`src/rtl/gshare_predictor.sv`:
```
// gshare direction predictor: table of N-bit saturating counters indexed by PC[K+1:2] ^ speculative GHR.
// Optional GSHARE_BYPASS_EN: a same-cycle update to the read index is forwarded into the prediction.
module gshare_predictor #(
    parameter int K    = 8,
    parameter int N    = 2,
    parameter int PC_W = 32,
    parameter int INIT = (1 << (N - 1)) - 1
) (
    input  logic            clk,
    input  logic            reset,
    input  logic            pred_valid_i,
    input  logic [PC_W-1:0] pred_pc_i,
    output logic            pred_valid_o,
    output logic            pred_taken_o,
    output logic [K-1:0]    pred_idx_o,
    output logic [K-1:0]    pred_ghr_o,
    input  logic            upd_valid_i,
    input  logic [K-1:0]    upd_idx_i,
    input  logic [K-1:0]    upd_ghr_i,
    input  logic            upd_taken_i,
    input  logic            upd_mispredict_i,
    output logic [K-1:0]    ghr_o
);
    localparam int           DEPTH    = 1 << K;
    localparam logic [N-1:0] CNT_MAX  = '1;
    localparam logic [N-1:0] CNT_INIT = N'(INIT);

    // Both ports are valid-only: no ready, no backpressure; an asserted valid is consumed at the next edge.
    logic [N-1:0] pht [DEPTH];
    logic [K-1:0] ghr;
    logic [K-1:0] idx;
    logic [N-1:0] upd_cnt;
    logic [N-1:0] upd_cnt_next;
    logic [N-1:0] rd_cnt;
    logic         pred_bit;
    logic [K-1:0] ghr_next;
    logic         unused_pc;

    assign idx       = pred_pc_i[K+1:2] ^ ghr;
    // Alignment bits and bits above the hash window never reach the index.
    assign unused_pc = ^pred_pc_i;
    assign upd_cnt   = pht[upd_idx_i];

    always_comb begin
        upd_cnt_next = upd_cnt;
        if (upd_taken_i && (upd_cnt != CNT_MAX)) begin
            upd_cnt_next = upd_cnt + N'(1);
        end else if (!upd_taken_i && (upd_cnt != '0)) begin
            upd_cnt_next = upd_cnt - N'(1);
        end
    end

`ifdef GSHARE_BYPASS_EN
    assign rd_cnt = (upd_valid_i && (upd_idx_i == idx)) ? upd_cnt_next : pht[idx];
`else
    assign rd_cnt = pht[idx];
`endif
    assign pred_bit = rd_cnt[N-1];

    // Repair overrides the speculative shift; the shift form also covers K=1 (history is just the new bit).
    always_comb begin
        ghr_next = ghr;
        if (pred_valid_i) begin
            ghr_next = (ghr << 1) | K'(pred_bit);
        end
        if (upd_valid_i && upd_mispredict_i) begin
            ghr_next = (upd_ghr_i << 1) | K'(upd_taken_i);
        end
    end

    always_ff @(posedge clk or posedge reset) begin
        if (reset) begin
            for (int i = 0; i < DEPTH; i++) begin
                pht[i] <= CNT_INIT;
            end
            ghr          <= '0;
            pred_valid_o <= 1'b0;
            pred_taken_o <= 1'b0;
            pred_idx_o   <= '0;
            pred_ghr_o   <= '0;
        end else begin
            if (upd_valid_i) begin
                pht[upd_idx_i] <= upd_cnt_next;
            end
            ghr          <= ghr_next;
            pred_valid_o <= pred_valid_i;
            if (pred_valid_i) begin
                pred_taken_o <= pred_bit;
                pred_idx_o   <= idx;
                pred_ghr_o   <= ghr;
            end
        end
    end

    assign ghr_o = ghr;

endmodule

```
`config.mk`:
```
export PLATFORM = sky130hd
export DESIGN_NAME = gshare_predictor
export DESIGN_NICKNAME = d
export VERILOG_FILES = /design/src/rtl/gshare_predictor.sv
export SDC_FILE = /design/constraint.sdc
export NUM_CORES = 1
export LEC_CHECK = 0
export CAP_MARGIN = 20
export CORE_MARGIN = 2
export CORE_UTILIZATION = 45
export CTS_CLUSTER_DIAMETER = 150
export DETAILED_ROUTE_END_ITERATION = 6
export GPL_ROUTABILITY_DRIVEN = 0
export PLACE_DENSITY = 0.74
export SLEW_MARGIN = 10
export SYNTH_ARGS = -nofsm -noshare
export SYNTH_HDL_FRONTEND = slang
export SYNTH_SLANG_ARGS = --single-unit
```
`constraint.sdc`:
```
create_clock -name clk -period 15.9 [get_ports clk]
set_input_delay 1.59 -clock clk [delete_from_list [all_inputs] [get_ports clk]]
set_output_delay 1.59 -clock clk [all_outputs]
set_load 0.02 [all_outputs]
```
==> results.yml <==
logic_synthesis:
  syn-num-nets: 2196
  synth.top_cell.area_share: 0.246
  synthTopCellsByArea: "dfrtp_1 25%, dfstp_2 23%, mux2_2 21%, mux4_2 13%, nor2_1 2.9%"
  synth_top_flop_cell: "dfrtp_1"
  ys_async_sr_fraction: 1.00
  synth_edf_count: 0
  synth_top_cell_by_area: "dfrtp_1"
  syn_avg_cell_area_sq_um: 13.4
  ys_seq_elements: 538
  syn_area_sq_um: 28700
  synth_warnings: 0
  ys_types: 67
  yosysMostFrequentCell: "mux2_2"
  syn_inst: 2140
  synth_commonest_cells: "524 x mux2_2, 282 x dfrtp_1, 256 x dfstp_2, 225 x nor2_1, 160 x mux4_2"
  yosysSeqAreaShare: 0.480
final_layout:
  final_util: 0.501
  layoutNonFillerInstCount: 3029
  antennaDiodeCount: 0
  nFillCells: 5298
  nets: 2191
  areaGrowthSynthToFinish_pct: 9.97
  postLayoutCellArea_sq_um: 31600
  drive_gt1_frac: 0.512
sta:
  hold_slack_ns: 0.479
  period_share: 0.472
  setup_ws_ns: 8.40
  tns_ns: 0
  hold_viol: 0
  layout_min_cycle_time_ns: 7.50
  relSlewSlack: 0.184
  setup_violations: 0
  worstMarginPinSlew_ns: 1.22
  rsz0062_at_grt: "false"
  fin_worst_skew_ns: 0.0327
  fmax_mhz: 133
  finalMaxSlewViolations: 0
global_route:
  groute.usage.overall: 0.243
  grt_max_degree: 182
  grt_overflow: 0
  antenna_found_initial: 0
  grt_pass1_wl_microns: 124000
  grt_pass1_vias: 20000
clock_network:
  clock-sinks: 538
  holdBufCountCts: 0
  post_cts_resized: 0
  insertion_delay_ns: 0.65
  tritoncts: "yes"
  numCtsBuffers: 56
  root_buffer: "clkbuf_16"
  cts_setup_buffers: 0
  clock_path_buffers: 3
  clkTransAtPathRegs_ns: 0.06
  htreeDepth: 2
setup_path:
  r2r_start: "pht[137]"
  required_ns: 16.46
  crit_type: "primary input to flop"
  arrival_ns: 8.06
  r2r-end: "pht[164]"
  crit_fanout: 112
  critPathLaunchType: "primary input"
  worst_setup_path_end_kind: "flop"
  worst-r2r-setup-slack_ns: 10.62
  r2r_cells: 12
floorplan:
  die_w_microns: 257
  core_sq_um: 63100
  dieArea_sq_um: 65900
  die_h_microns: 257
  io_pins: 80
  rows: 92
  start_util: 0.456
detailed_routing:
  ant_nets: 0
  viasPerCell: 6.35
  wirelength_microns: 80900
  first_pass_iters: 6
  drc: 0
  vias: 19200
  drtIter0Drc: 2157
  wl_per_cell_microns: 26.7
place:
  dpl_cell_area_sq_um: 29600
  port_buffers: 54
  dp_slack_ns: 7.95
  hpwl_microns: 50700
  dp_cells: 2921
worst_hold_path:
  min-delay-start: "pred_idx_o[7]"
  hold_depth: 1
  min_delay_worst_endpoint: "pred_idx_o[7]"
  worstHoldPathType: "flop to flop"
job:
  maxCapViolCount: 0
power_and_ir_drop:
  p_per_area_nw_per_um2: 114
  ir_drop_mv: 0.0748
  power_mw: 3.59
  p_leak_nw: 13.1
run_status:
  status: "finished clean"
[cell families after synthesis]
logic type / count (synthesis) / share of synthesized area
compound gates: 146 / 0.0361
fa+ha+maj: 2 / 0.000871
simple gates: 493 / 0.0765
mux: 761 / 0.358
flops: 538 / 0.480
xor+xnor: 16 / 0.00514
buf+inv: 184 / 0.0437
[registers in the layout, indices dropped and copies added, names as in the netlist]
register      cells
ghr_o             8
pht             512
pred_ghr_o        8
pred_idx_o        8
pred_taken_o      1
pred_valid_o      1
[critical path: stages]
cell and delay, ns:
buf_2 0.08, buf_4 0.46, buf_4 0.47, nor2b_1 0.91, buf_4 0.39, nand2_1 0.07, nand4_1 0.21, nand3_1 0.23
nor4_1 0.50, nand2_1 0.10, nor4_1 0.44, ha_1 0.28, mux2i_1 0.16, xnor2_4 0.74, buf_4 0.92, mux2_2 0.33
[power by group]
group / switching [mW] / internal, mW / total (mW)
Sequential: 0.0704 / 1.50 / 1.58
Clock: 0.568 / 0.810 / 1.38
Combinational: 0.388 / 0.252 / 0.640
Total: 1.03 / 2.57 / 3.59
[placed cells by master (no fill, tap or decap), types with 5 or more instances in the layout]
cell             instances
mux2_2                 524
dfrtp_1                282
dfstp_2                256
nor2_1                 224
mux4_2                 160
nand2_1                140
mux2i_1                 76
clkbuf_16               56
buf_4                   53
clkdlybuf4s50_1         50
a22oi_1                 44
nand3_1                 42
a21oi_1                 27
nand4_1                 17
o21ai_0                 15
clkbuf_8                14
a211oi_1                13
clkbuf_1                13
clkinv_2                12
nor3_1                  11
nor2b_1                  8
a221oi_1                 7
xnor2_1                  7
nand2b_1                 6
nor4_1                   6
bufinv_16                6
a31oi_1                  5
inv_1                    5
nand4bb_1                5
and3_1                   5
o211ai_1                 5
[area by class of cell]
class	count	area [sq um]	share of cell area
tap	846	1060	0.0335
clock inverter	24	308	0.00974
sequential	538	13800	0.436
inverter	7	30.0	0.000950
multi-input combinational	1418	13800	0.436
timing repair buffer	114	1030	0.0325
clock buffer	82	1630	0.0515
[worst max path at each step]
stage,startpoint,to,slack [ns],cells after the start
5_1_grt,upd_idx_i[0],pht[40],8.10,14
3_5_place_dp,upd_idx_i[0],pht[164],7.95,14
6_report,upd_idx_i[2],pht[164],8.40,16
2_1_floorplan,reset,ghr_o[0],7.20,1
3_3_place_gp,upd_idx_i[0],pht[140],8.09,14
4_1_cts,upd_idx_i[0],pht[164],8.59,14
[routing by layer]
layer | global-route usage | wire length [microns]
met1 | 0.326 | 32100
met2 | 0.380 | 37600
met3 | 0.0622 | 7840
met4 | 0.0953 | 3370
met5 | 0 | 0
(Power assumes the default switching activity.)
